[src/rtl/spike_rate_meter_pkg.sv]
// rtl/spike_rate_meter_pkg.sv - shared types and constants for the spike rate meter
package spike_rate_meter_pkg;

  localparam int DATA_W = 8;
  localparam logic [DATA_W-1:0] ISI_SAT = 8'd255;

  typedef enum logic {
    IDLE  = 1'b0,
    COUNT = 1'b1
  } fsm_state_t;

  function automatic logic [DATA_W-1:0] umax(input logic [DATA_W-1:0] a,
                                             input logic [DATA_W-1:0] b);
    return (a > b) ? a : b;
  endfunction

endpackage

[src/rtl/spike_edge_isi.sv]
// rtl/spike_edge_isi.sv - spike rising-edge detector and per-window minimum ISI tracker
module spike_edge_isi
  import spike_rate_meter_pkg::*;
(
  input  logic              clk,
  input  logic              reset_n,
  input  logic              spike,
  input  logic              sample_en,
  input  logic              win_first,
  input  logic [DATA_W-1:0] sample_idx,
  output logic              spike_event,
  output logic [DATA_W-1:0] isi_min_next
);

  logic              spike_d_q, spike_d_d;
  logic              have_q, have_d;
  logic [DATA_W-1:0] last_q, last_d;
  logic [DATA_W-1:0] min_q, min_d;

  logic              base_have;
  logic [DATA_W-1:0] base_min;
  logic [DATA_W-1:0] isi;

  // The first sample of a window ignores stale history, so no explicit clear is needed on abort.
  always_comb begin
    spike_d_d    = spike;
    spike_event  = spike & ~spike_d_q;
    base_have    = win_first ? 1'b0 : have_q;
    base_min     = win_first ? ISI_SAT : min_q;
    isi          = sample_idx - last_q;
    isi_min_next = base_min;
    have_d       = have_q;
    last_d       = last_q;
    min_d        = min_q;
    if (spike_event && base_have && (isi < base_min)) begin
      isi_min_next = isi;
    end
    if (sample_en) begin
      have_d = base_have | spike_event;
      min_d  = isi_min_next;
      if (spike_event) begin
        last_d = sample_idx;
      end
    end
  end

  always_ff @(posedge clk or negedge reset_n) begin
    if (!reset_n) begin
      spike_d_q <= 1'b0;
      have_q    <= 1'b0;
      last_q    <= '0;
      min_q     <= ISI_SAT;
    end else begin
      spike_d_q <= spike_d_d;
      have_q    <= have_d;
      last_q    <= last_d;
      min_q     <= min_d;
    end
  end

endmodule

[src/rtl/spike_rate_meter.sv]
// rtl/spike_rate_meter.sv - windowed spike count, peak state and min ISI with a valid/ready result
module spike_rate_meter
  import spike_rate_meter_pkg::*;
(
  input  logic              clk,
  input  logic              reset_n,
  input  logic              spike,
  input  logic [DATA_W-1:0] state,
  input  logic              enable,
  input  logic [DATA_W-1:0] win_len,
  output logic              out_valid,
  input  logic              out_ready,
  output logic [DATA_W-1:0] rate,
  output logic [DATA_W-1:0] peak,
  output logic [DATA_W-1:0] isi_min,
  output logic              overrun
);

  fsm_state_t        fsm_q, fsm_d;
  logic [DATA_W-1:0] cnt_q, cnt_d;
  logic [DATA_W-1:0] last_idx_q, last_idx_d;
  logic [DATA_W-1:0] acc_cnt_q, acc_cnt_d;
  logic [DATA_W-1:0] acc_peak_q, acc_peak_d;
  logic [DATA_W-1:0] rate_q, rate_d;
  logic [DATA_W-1:0] peak_q, peak_d;
  logic [DATA_W-1:0] isi_q, isi_d;
  logic              valid_q, valid_d;
  logic              ovr_q, ovr_d;

  logic              sampling;
  logic              win_first;
  logic              win_last;
  logic              spike_event;
  logic [DATA_W-1:0] isi_min_next;
  logic [DATA_W-1:0] base_cnt;
  logic [DATA_W-1:0] cnt_next;
  logic [DATA_W-1:0] peak_next;

  spike_edge_isi u_edge_isi (
    .clk          (clk),
    .reset_n      (reset_n),
    .spike        (spike),
    .sample_en    (sampling),
    .win_first    (win_first),
    .sample_idx   (cnt_q),
    .spike_event  (spike_event),
    .isi_min_next (isi_min_next)
  );

  always_ff @(posedge clk or negedge reset_n) begin
    if (!reset_n) begin
      fsm_q <= IDLE;
    end else begin
      fsm_q <= fsm_d;
    end
  end

  always_comb begin
    fsm_d = fsm_q;
    case (fsm_q)
      IDLE: begin
        if (enable) fsm_d = COUNT;
      end
      COUNT: begin
        if (win_last) fsm_d = enable ? COUNT : IDLE;
        else if (!enable) fsm_d = IDLE;
      end
      default: fsm_d = IDLE;
    endcase
  end

  // last_idx holds N-1; win_len=0 wraps to 255, which gives the 256-cycle window for free.
  always_comb begin
    sampling  = (fsm_q == COUNT);
    win_first = sampling && (cnt_q == '0);
    win_last  = sampling && (cnt_q == last_idx_q);
  end

  always_comb begin
    cnt_d      = cnt_q;
    last_idx_d = last_idx_q;
    if (fsm_q == IDLE) begin
      cnt_d = '0;
      if (enable) last_idx_d = win_len - 8'd1;
    end else if (win_last) begin
      cnt_d      = '0;
      last_idx_d = win_len - 8'd1;
    end else if (!enable) begin
      cnt_d = '0;
    end else begin
      cnt_d = cnt_q + 8'd1;
    end
  end

  always_comb begin
    base_cnt   = win_first ? '0 : acc_cnt_q;
    cnt_next   = (spike_event && (base_cnt != 8'hFF)) ? base_cnt + 8'd1 : base_cnt;
    peak_next  = umax(win_first ? '0 : acc_peak_q, state);
    acc_cnt_d  = acc_cnt_q;
    acc_peak_d = acc_peak_q;
    if (sampling) begin
      acc_cnt_d  = cnt_next;
      acc_peak_d = peak_next;
    end
  end

  // A load on a handshake edge keeps valid high without flagging overrun.
  always_comb begin
    rate_d  = rate_q;
    peak_d  = peak_q;
    isi_d   = isi_q;
    valid_d = valid_q;
    ovr_d   = ovr_q;
    if (win_last) begin
      rate_d  = cnt_next;
      peak_d  = peak_next;
      isi_d   = isi_min_next;
      valid_d = 1'b1;
      if (valid_q && !out_ready) ovr_d = 1'b1;
    end else if (valid_q && out_ready) begin
      valid_d = 1'b0;
    end
  end

  always_ff @(posedge clk or negedge reset_n) begin
    if (!reset_n) begin
      cnt_q      <= '0;
      last_idx_q <= '0;
      acc_cnt_q  <= '0;
      acc_peak_q <= '0;
      rate_q     <= '0;
      peak_q     <= '0;
      isi_q      <= ISI_SAT;
      valid_q    <= 1'b0;
      ovr_q      <= 1'b0;
    end else begin
      cnt_q      <= cnt_d;
      last_idx_q <= last_idx_d;
      acc_cnt_q  <= acc_cnt_d;
      acc_peak_q <= acc_peak_d;
      rate_q     <= rate_d;
      peak_q     <= peak_d;
      isi_q      <= isi_d;
      valid_q    <= valid_d;
      ovr_q      <= ovr_d;
    end
  end

  always_comb begin
    out_valid = valid_q;
    rate      = rate_q;
    peak      = peak_q;
    isi_min   = isi_q;
    overrun   = ovr_q;
  end

endmodule

[config.mk]
export PLATFORM = sky130hd
export DESIGN_NAME = spike_rate_meter
export DESIGN_NICKNAME = d
export VERILOG_FILES = /design/src/rtl/spike_rate_meter_pkg.sv /design/src/rtl/spike_edge_isi.sv /design/src/rtl/spike_rate_meter.sv
export SDC_FILE = /design/constraint.sdc
export NUM_CORES = 1
export LEC_CHECK = 0
export ABC_AREA = 1
export BUFFER_PORTS_ARGS = -buffer_cell sky130_fd_sc_hd__buf_2
export CAP_MARGIN = 20
export CORE_MARGIN = 2
export CORE_UTILIZATION = 54
export DETAILED_ROUTE_END_ITERATION = 6
export GPL_TIMING_DRIVEN = 1
export PLACE_DENSITY = 0.82
export SKIP_CTS_REPAIR_TIMING = 1
export SLEW_MARGIN = 10
export SYNTH_ARGS = -nofsm -noshare
export SYNTH_HDL_FRONTEND = slang
export SYNTH_SLANG_ARGS = --single-unit
[constraint.sdc]
create_clock -name clk -period 2.6 [get_ports clk]
set_clock_uncertainty 0.1 [all_clocks]
set_input_delay 0.39 -clock clk [delete_from_list [all_inputs] [get_ports clk]]
set_output_delay 0.39 -clock clk [all_outputs]
set_load 0.01 [all_outputs]
==> results.toml, run 1 <==
[run_status]
status = "complete, but fails checks"
violations = "hold timing, setup timing"

[synth]
syn_avg_cell_area_um2 = 7.67
synth_cell_types = 34
synthSimpleGateAreaFrac_pct = 34.2
synth_top_family_by_area = "simple AND/OR/NAND/NOR gates"
synth-main-ff-cell = "dfrtp_1"
synth-edff-count = 0
netlist_area_um2 = 4560
synth_xor_area_share_pct = 4.22
synthAdderAreaFrac_pct = 7.57
syn_nets = 643
synthArstFlopShare_pct = 100
synth.most_common_cell = "nand2_1"
synth_compound_area_share_pct = 3.65
ys_warn_count = 0
synth_top_area_share_pct = 33.5
ys_ff_latch = 77
synth_commonest_cells = "nand2_1, inv_1, dfrtp_1, nand3_1, nor2_1"
synth_cells = 595
synthTopCellsByArea = "dfrtp_1, nand2_1, dfstp_2"
ys_seq_area_share_pct = 42.7
synth.largest_area_cell = "dfrtp_1"
muxShareOfSynthArea_pct = 0

[cells_and_area]
postLayoutCellArea_um2 = 6160
final_util_pct = 75.0
fillCellCount = 523
drive_gt1_share_pct = 36.1
diodes = 0
final_cells = 812
area_delta_synth_final_pct = 35.0
nets = 750

[worst_setup_path]
worst_setup_path_start_kind = "flop"
reg2reg_from = "u_edge_isi.last_q[4]"
path_class = "reg2reg"
required_ps = 2800
cp_num_buf_inv = 5
critPathLaunch = "u_edge_isi.last_q[4]"
cpLargestDelayFamily = "simple AND/OR/NAND/NOR gates"
worst_path_largest_cell_delay_ps = 410
crit_slowest_cell = "nor4_4"
worst_ep_arrival_time_ps = 3270
path_max_fanout = 7
end_kind = "flop"
path_cells = "inv_1 > ha_4 > inv_1 > o21bai_2 > buf_4 > a21oi_2 > xor2_2 > inv_2 > ha_4 > a21oi_2 > nor2_2 > nor4_4 > buf_6 > nand3_2 > nand3_1 > nand2_1"

[sta]
finalMaxSlewViolations = 0
rsz0062_at_grt = "true"
fmax_mhz = 326
final-hold-violation-count = 37
holdWs_ps = -41.2
setup_viol = 48
tightest_slew_ps = 661
relSlewSlack_pct = 55.9
period_share_pct = 118
setup_ws_ps = -465
post-route-min-period_ps = 3060

[cts]
cts.path.max_buffers = 2
cts_num_sinks = 77
clk_latency_ps = 370
cts_buffers = 9
clk_pin_slew_ps = 90
h-tree-depth = 3
cts_root_buf = "clkbuf_8"
cts_tree = "done"

[placement]
gp_congestion = 0.874
dpl_cell_area_um2 = 5330
portBuffers = 46
dpl.cell_count = 785
hpwl_mm = 7.92

[hold_path]
hold_class = "in2async"

[floorplan]
die_x_um = 95.9
rows = 33
initial_utilization_pct = 55.5
die_area_um2 = 9200
ioPinCount = 47
core_um2 = 8220
die_h_um = 95.9

[detailed_routing]
routedWlPerCell_um = 17.6
ant_nets = 0
finalWirelength_mm = 14.3
viasPerCell = 5.71
first_iter_violations = 368
first_pass_iters = 7
via_count = 4636
drc = 0

[grt]
overflow = 0
grt_antenna_before_repair = 0
grt_max_degree = 51
grt_pass1_vias = 4110
grt_pass1_wl_mm = 18.7
grt_usage_pct = 26.2

[power_and_ir_drop]
p_leak_nw = 3.26
powerDensity_nw_per_um2 = 709
irDropWorstVdd_mv = 0.504

[run]
drv_cap = 0
[layer usage]
| metal | global-route usage, % | routed length, um | vias to the layer above |
|---|---|---|---|
| met5 | 0 | 0 | - |
| met4 | 9.29 | 774 | 0 |
| met3 | 4.62 | 940 | 78 |
| met2 | 44.7 | 7340 | 268 |
| met1 | 33.5 | 5270 | 2205 |
| li1 | - | - | 2085 |
[per-stage QoR]
step	hold WS, ps	power (mW)	worst slack [ps]	setup TNS [ps]
after detailed placement	362	2.85	-253	-6480
final	-41.2	4.37	-465	-14660
after global placement	352	2.79	-198	-3190
after global routing	13.3	4.58	-574	-19170
after CTS	-20.5	4.07	-315	-8880
after floorplan	-5.59	2.36	-126	-1920
[area by class of cell]
class                           instances  area (um2)  area share [%]
Multi-Input combinational cell        428        2730            44.3
Sequential cell                        77        1950            31.6
Timing Repair Buffer                  109         792            12.9
Inverter                               77         297            4.81
Clock buffer                           12         145            2.36
Tap cell                              105         131            2.13
Clock inverter                          4         120            1.95
[worst reg2reg max path: cells and delay by family, from the launching register on]
kind / cells / cell delay, ps
AOI/OAI and AO/OA: 3 / 360
xor gates and xnor gates: 1 / 230
adders and majority gates: 2 / 490
buffers and inverters: 5 / 680
DFF: 1 / 390
and+or+nand+nor: 5 / 770
[state kept, by name (all words and copies together) (netlist names)]
signal / count
u_edge_isi.min_q: 8
fsm_q: 1
peak: 8
acc_peak_q: 8
isi_min: 8
acc_cnt_q: 8
u_edge_isi.last_q: 8
rate: 8
last_idx_q: 8
overrun: 1
out_valid: 1
cnt_q: 8
u_edge_isi.have_q: 1
u_edge_isi.spike_d_q: 1
[cells in the final DEF (no fill, tap or decap), types with 3 or more instances in the layout]
cell       instances
inv_1             65
buf_12             3
a21oi_2            6
nand2_2           34
bufinv_16          4
nand3_1           46
buf_4             49
xor2_1            12
clkbuf_8          10
nand2_1          183
ha_1              12
buf_6             11
dfrtp_1           61
nand3_2           13
nand3b_1           4
inv_2             10
o21ai_0           11
nor2_4             4
nor2_2             4
ha_2               3
xnor2_1            7
nor3_1             7
ha_4              11
o21ai_1            3
nand2_4           13
buf_2             45
nor2_1            23
nand4_1           10
dfstp_2           16
[cell families (layout without fill, tap and decap cells)]
group | count (synthesis) | count (layout)
compound gates | 30 | 30
xor+xnor | 22 | 22
fa+ha+maj | 27 | 27
buf+inv | 90 | 202
flops | 77 | 77
simple gates | 349 | 349
[power by group]
| part | leakage (nW) | switching, mW | total, mW | internal (mW) |
|---|---|---|---|---|
| Combinational | 2.19 | 0.823 | 1.42 | 0.601 |
| Sequential | 0.937 | 0.182 | 1.71 | 1.53 |
| Clock | 0.131 | 0.469 | 1.23 | 0.763 |
| Total | 3.26 | 1.47 | 4.37 | 2.89 |
[path summary, 6_finish.rpt]
| check | slack [ps] | depth (start not counted) | end |
|---|---|---|---|
| max | -460 | 16 | u_edge_isi.min_q[4] |
| min | -40 | 1 | out_valid |
| max reg2reg | -460 | 16 | u_edge_isi.min_q[4] |
| min reg2reg | 370 | 2 | u_edge_isi.min_q[0] |
| max in group asynchronous | 1780 | 2 | u_edge_isi.min_q[1] |
| min in group clk | 50 | 1 | u_edge_isi.spike_d_q |
(Power assumes the default switching activity.)
==> run 2: changes to the inputs <==
- CORE_UTILIZATION: 54 -> 61
- CTS_CLUSTER_DIAMETER: default -> 150
- PLACE_DENSITY: 0.82 -> 0.87
- clock period: 2.6 -> 3.6 ns (I/O delays scaled with it)
==> run 2 against run 1 <==
Effect of this change:
- critical path type unchanged
- global-route usage increased by 0.88 points
- the run now ends clean
- maximum frequency decreased by 6.5%
- largest cell class unchanged
- power decreased by 40%
- clock power decreased by 47%
- flip-flop and latch count unchanged
- utilization decreased by 5.0 points
- via count decreased by 14%
- largest power group unchanged
- setup slack improved by 790 ps
- routed wire length decreased by 29%
==> results.toml, run 2 (synthesis results as in run 1) <==
[floorplan]
rows = 31
die_area_um2 = 8190
die_x_um = 90.5
core_um2 = 7250
die_h_um = 90.5
initial_utilization_pct = 62.9
ioPinCount = 47

[cells_and_area]
postLayoutCellArea_um2 = 5080
area_delta_synth_final_pct = 11.3
diodes = 0
drive_gt1_share_pct = 17.4
final_util_pct = 70.0
final_cell_mix = "nand2_1, inv_1, nand3_1, dfrtp_1, buf_2"
nets = 691
final_cells = 747
final_common_cell = "nand2_1"
fillCellCount = 609

[grt]
grt_usage_pct = 27.1
grt_pass1_vias = 4129
grt_pass1_wl_mm = 18.1
grt_antenna_before_repair = 0
overflow = 0
grt_max_degree = 78

[placement]
portBuffers = 46
dpl_cell_area_um2 = 4890
hpwl_mm = 7.02
gp_congestion = 0.831
dpl.cell_count = 731
pre_cts_ws_ps = 323

[worst_setup_path]
path_class = "reg2reg"
path_cells = "ha_1 > a21oi_1 > nand2_1 > a21oi_1 > xor2_1 > inv_1 > ha_1 > a21oi_1 > nor2_1 > nor4_4 > nand2_4 > nand2_2 > nand3_1 > nand2_1"
worst_path_largest_cell_delay_ps = 440
worst_setup_path_start_kind = "flop"
end_kind = "flop"
worst_ep_arrival_time_ps = 3480
path_max_fanout = 9
path_common_cell = "a21oi_1"
required_ps = 3800
crit_slowest_cell = "nor4_4"

[run_status]
status = "finished clean"

[hold_path]
hold_class = "in2reg"

[sta]
tightest_slew_ps = 935
rsz0062_at_grt = "false"
setup_ws_ps = 321
fin_setup_tns_ps = 0
setup_viol = 0
finalMaxSlewViolations = 0
post-route-min-period_ps = 3280
relSlewSlack_pct = 37.7
fmax_mhz = 305
final-hold-violation-count = 0
period_share_pct = 91.1

[detailed_routing]
viasPerCell = 5.34
routedWlPerCell_um = 13.6
via_count = 3987
ant_nets = 0
drc = 0
first_iter_violations = 230
first_pass_iters = 5
finalWirelength_mm = 10.2

[cts]
cts_buffers = 9
cts_tree = "done"
cts_root_buf = "clkbuf_8"
cts.path.max_buffers = 2
cts_num_sinks = 77
clk_pin_slew_ps = 80
h-tree-depth = 3
clk_latency_ps = 360

[run]
drv_cap = 0

[power_and_ir_drop]
irDropWorstVdd_mv = 0.397
powerDensity_nw_per_um2 = 513
p_leak_nw = 2.85
[run 2: changes by cell type in the layout (fill, tap and decap cells not counted), moves of 4 or more]
cell,previous run,this run
a21oi_1,2,9
nor2_1,23,27
buf_4,49,5
ha_1,12,26
buf_6,11,0
nand2_2,34,14
inv_2,10,5
inv_1,65,72
ha_4,11,0
nand2_4,13,3
nand3_2,13,0
a21oi_2,6,0
nand2_1,183,213
nand3_1,46,61
[run 2: worst paths after layout]
path / slack [ps] / start / depth (start not counted) / to
max: 320 / cnt_q[2] / 14 / isi_min[7]
min in group asynchronous: 230 / reset_n / 1 / acc_cnt_q[3]
max reg2reg: 320 / cnt_q[2] / 14 / isi_min[7]
min reg2reg: 370 / isi_min[2] / 2 / isi_min[2]
max in group asynchronous: 2580 / reset_n / 1 / cnt_q[1]
min: 190 / spike / 1 / u_edge_isi.spike_d_q
[run 2: area by class of cell]
cell class,count,area [um2],area share (%)
sequential,77,1950,38.3
multi-input combinational,428,2260,44.6
clock buffer,10,128,2.51
clock inverter,6,65.1,1.28
timing repair buffer,50,263,5.17
inverter,77,289,5.69
tap,99,124,2.44
[run 2: worst max-delay path, delay by kind of cell, from the launching register on]
family	cells	cell delay (ps)
simple gates	7	1140
fa+ha+maj	2	710
compound gates	3	550
flops	1	430
xor+xnor	1	210
buf+inv	1	80
[run 2: report_power, final]
part / switching (mW) / leakage (nW) / internal, mW
clock: 0.331 / 0.0962 / 0.320
combinational: 0.452 / 1.81 / 0.293
sequential: 0.105 / 0.937 / 1.10
[run 2: metal layers]
metal,global-route usage [%],part of all wire (%)
met2,46.3,50
met1,33.4,43
met4,13.2,2.6
met5,0,0
met3,4.17,4.2
[run 2: stage by stage]
stage | power, mW | hold WS [ps]
finish | 2.60 | 195
global route | 2.79 | 192
CTS | 2.62 | 191
detailed placement | 1.97 | 358
global placement | 1.93 | 354
floorplan | 1.70 | 144
==> run 3: changes to the inputs <==
- BUFFER_PORTS_ARGS: -buffer_cell sky130_fd_sc_hd__buf_2 -> default
- DONT_BUFFER_PORTS: default -> 1
- PLACE_DENSITY: 0.87 -> 0.82
==> run 3 against run 2 <==
Effect of this change:
- first-iteration DRC count shrank 27%
- hold slack lost 96 ps
- power fell by 2.7%
- global-route usage decreased by 0.85 points
- critical path type unchanged
==> results.toml, run 3 (synthesis results as in run 1) <==
[run_status]
status = "finished clean"

[cts]
clk_pin_slew_ps = 80
cts.path.max_buffers = 2
cts_tree = "done"
clk_latency_ps = 360
cts_root_buf = "clkbuf_8"
cts_num_sinks = 77
h-tree-depth = 3
cts_buffers = 9

[sta]
period_share_pct = 87.4
fmax_mhz = 318
rsz0062_at_grt = "false"
relSlewSlack_pct = 60.9
final-hold-violation-count = 0
tightest_slew_ps = 586
finalMaxSlewViolations = 0
post-route-min-period_ps = 3150
setup_viol = 0
fin_setup_tns_ps = 0

[worst_setup_path]
worst_setup_path_start_kind = "flop"
required_ps = 3750
reg2reg_from = "cnt_q[1]"
path_max_fanout = 18
r2r_cells = 17
regToRegEndpoint = "acc_peak_q[0]"
worst_ep_arrival_time_ps = 3300
path_class = "reg2reg"
r2r_setup_slack_ps = 450
end_kind = "flop"

[grt]
grt_antenna_before_repair = 0
overflow = 0
grt_max_degree = 78
grt_pass1_vias = 3866
grt_usage_pct = 26.2
grt_pass1_wl_mm = 17.3

[floorplan]
core_um2 = 7250
rows = 31
die_x_um = 90.5
die_h_um = 90.5
die_area_um2 = 8190
initial_utilization_pct = 62.9
ioPinCount = 47

[cells_and_area]
fillCellCount = 618
final_cells = 704
multi_input_area_um2 = 2260
final_common_cell = "nand2_1"
final_util_pct = 67.8
seqCellArea_um2 = 1950
diodes = 0
nets = 648
drive_gt1_share_pct = 11.6
final_cell_mix = "nand2_1, inv_1, nand3_1, dfrtp_1, nor2_1"
area_delta_synth_final_pct = 7.76

[detailed_routing]
first_iter_violations = 169
via_count = 3831
drc = 0
viasPerCell = 5.44
ant_nets = 0
first_pass_iters = 5
finalWirelength_mm = 9.90
routedWlPerCell_um = 14.1

[power_and_ir_drop]
irDropWorstVdd_mv = 0.277
p_leak_nw = 2.70
powerDensity_nw_per_um2 = 515

[hold_path]
holdPathStages = 0
hold_class = "in2reg"
hold_start = "enable"
holdPathEnd = "fsm_q"

[placement]
gp_congestion = 0.831
hpwl_mm = 6.75
portBuffers = 0
dpl.cell_count = 684

[run]
drv_cap = 0
==> run 3: changes by cell type in the layout (fill, tap and decap cells not counted) <==
cell,previous run,this run
buf_2,45,0
clkbuf_1,1,0
clkbuf_8,9,12
clkinvlp_4,1,2
clkinv_2,2,0
clkinv_4,2,0
dlygate4sd3_1,0,1
inv_6,0,1
buf_16,0,1
==> run 3: layout make-up <==
type,instances,area share (%)
clock buffer,12,3.36
clock inverter,4,1.09
inverter,77,5.88
multi-input combinational,428,46.0
sequential,77,39.6
tap,99,2.52
timing repair buffer,7,1.53
==> run 3: power by group <==
group | total (mW) | internal, mW | switching (mW)
Sequential | 1.30 | 1.11 | 0.195
Combinational | 0.528 | 0.199 | 0.329
Clock | 0.704 | 0.379 | 0.325
Total | 2.53 | 1.68 | 0.849
==> run 3: critical path, stage by stage (launching register included) <==
cell and delay [ps]:
dfrtp_1 460, inv_1 150, ha_1 160, nand2_1 60, nor2_2 150, nand2_4 190, nand2_1 150, inv_1 60
ha_1 280, a21oi_1 150, nor2_1 50, a211oi_1 180, nand2_1 80, nand2_1 230, inv_2 150, or2_2 310
nand3_1 70, nand2_1 50
==> run 3: metrics by stage <==
| step | instance area [um2] | setup WS, ps | power (mW) | hold WS [ps] |
|---|---|---|---|---|
| floorplan | 4560 | 727 | 1.70 | 144 |
| global placement | 4650 | 443 | 1.79 | 146 |
| detailed placement | 4650 | 327 | 1.82 | 146 |
| CTS | 4860 | 250 | 2.53 | -248 |
| global route | 4920 | 134 | 2.71 | 79.2 |
| finish | 4920 | 452 | 2.53 | 99.0 |
==> run 3: worst max path at each step <==
stage | to | cells past startpoint | startpoint | slack [ps]
2_1_floorplan | isi_min[0] | 15 | cnt_q[0] | 730
3_3_place_gp | isi_min[3] | 15 | cnt_q[0] | 440
3_5_place_dp | u_edge_isi.min_q[1] | 16 | cnt_q[0] | 330
4_1_cts | isi_min[1] | 16 | cnt_q[0] | 250
5_1_grt | acc_peak_q[0] | 17 | cnt_q[1] | 130
6_report | acc_peak_q[0] | 17 | cnt_q[1] | 450
==> run 3: layer usage <==
layer	vias to the layer above	GRT usage (%)	routed length, um	share of wire [%]
met5	-	0	0	0
met4	0	10.4	185	1.9
met3	20	5.76	522	5.3
met2	118	46.3	5050	51
met1	1806	31.0	4140	42
li1	1887	-	-	-
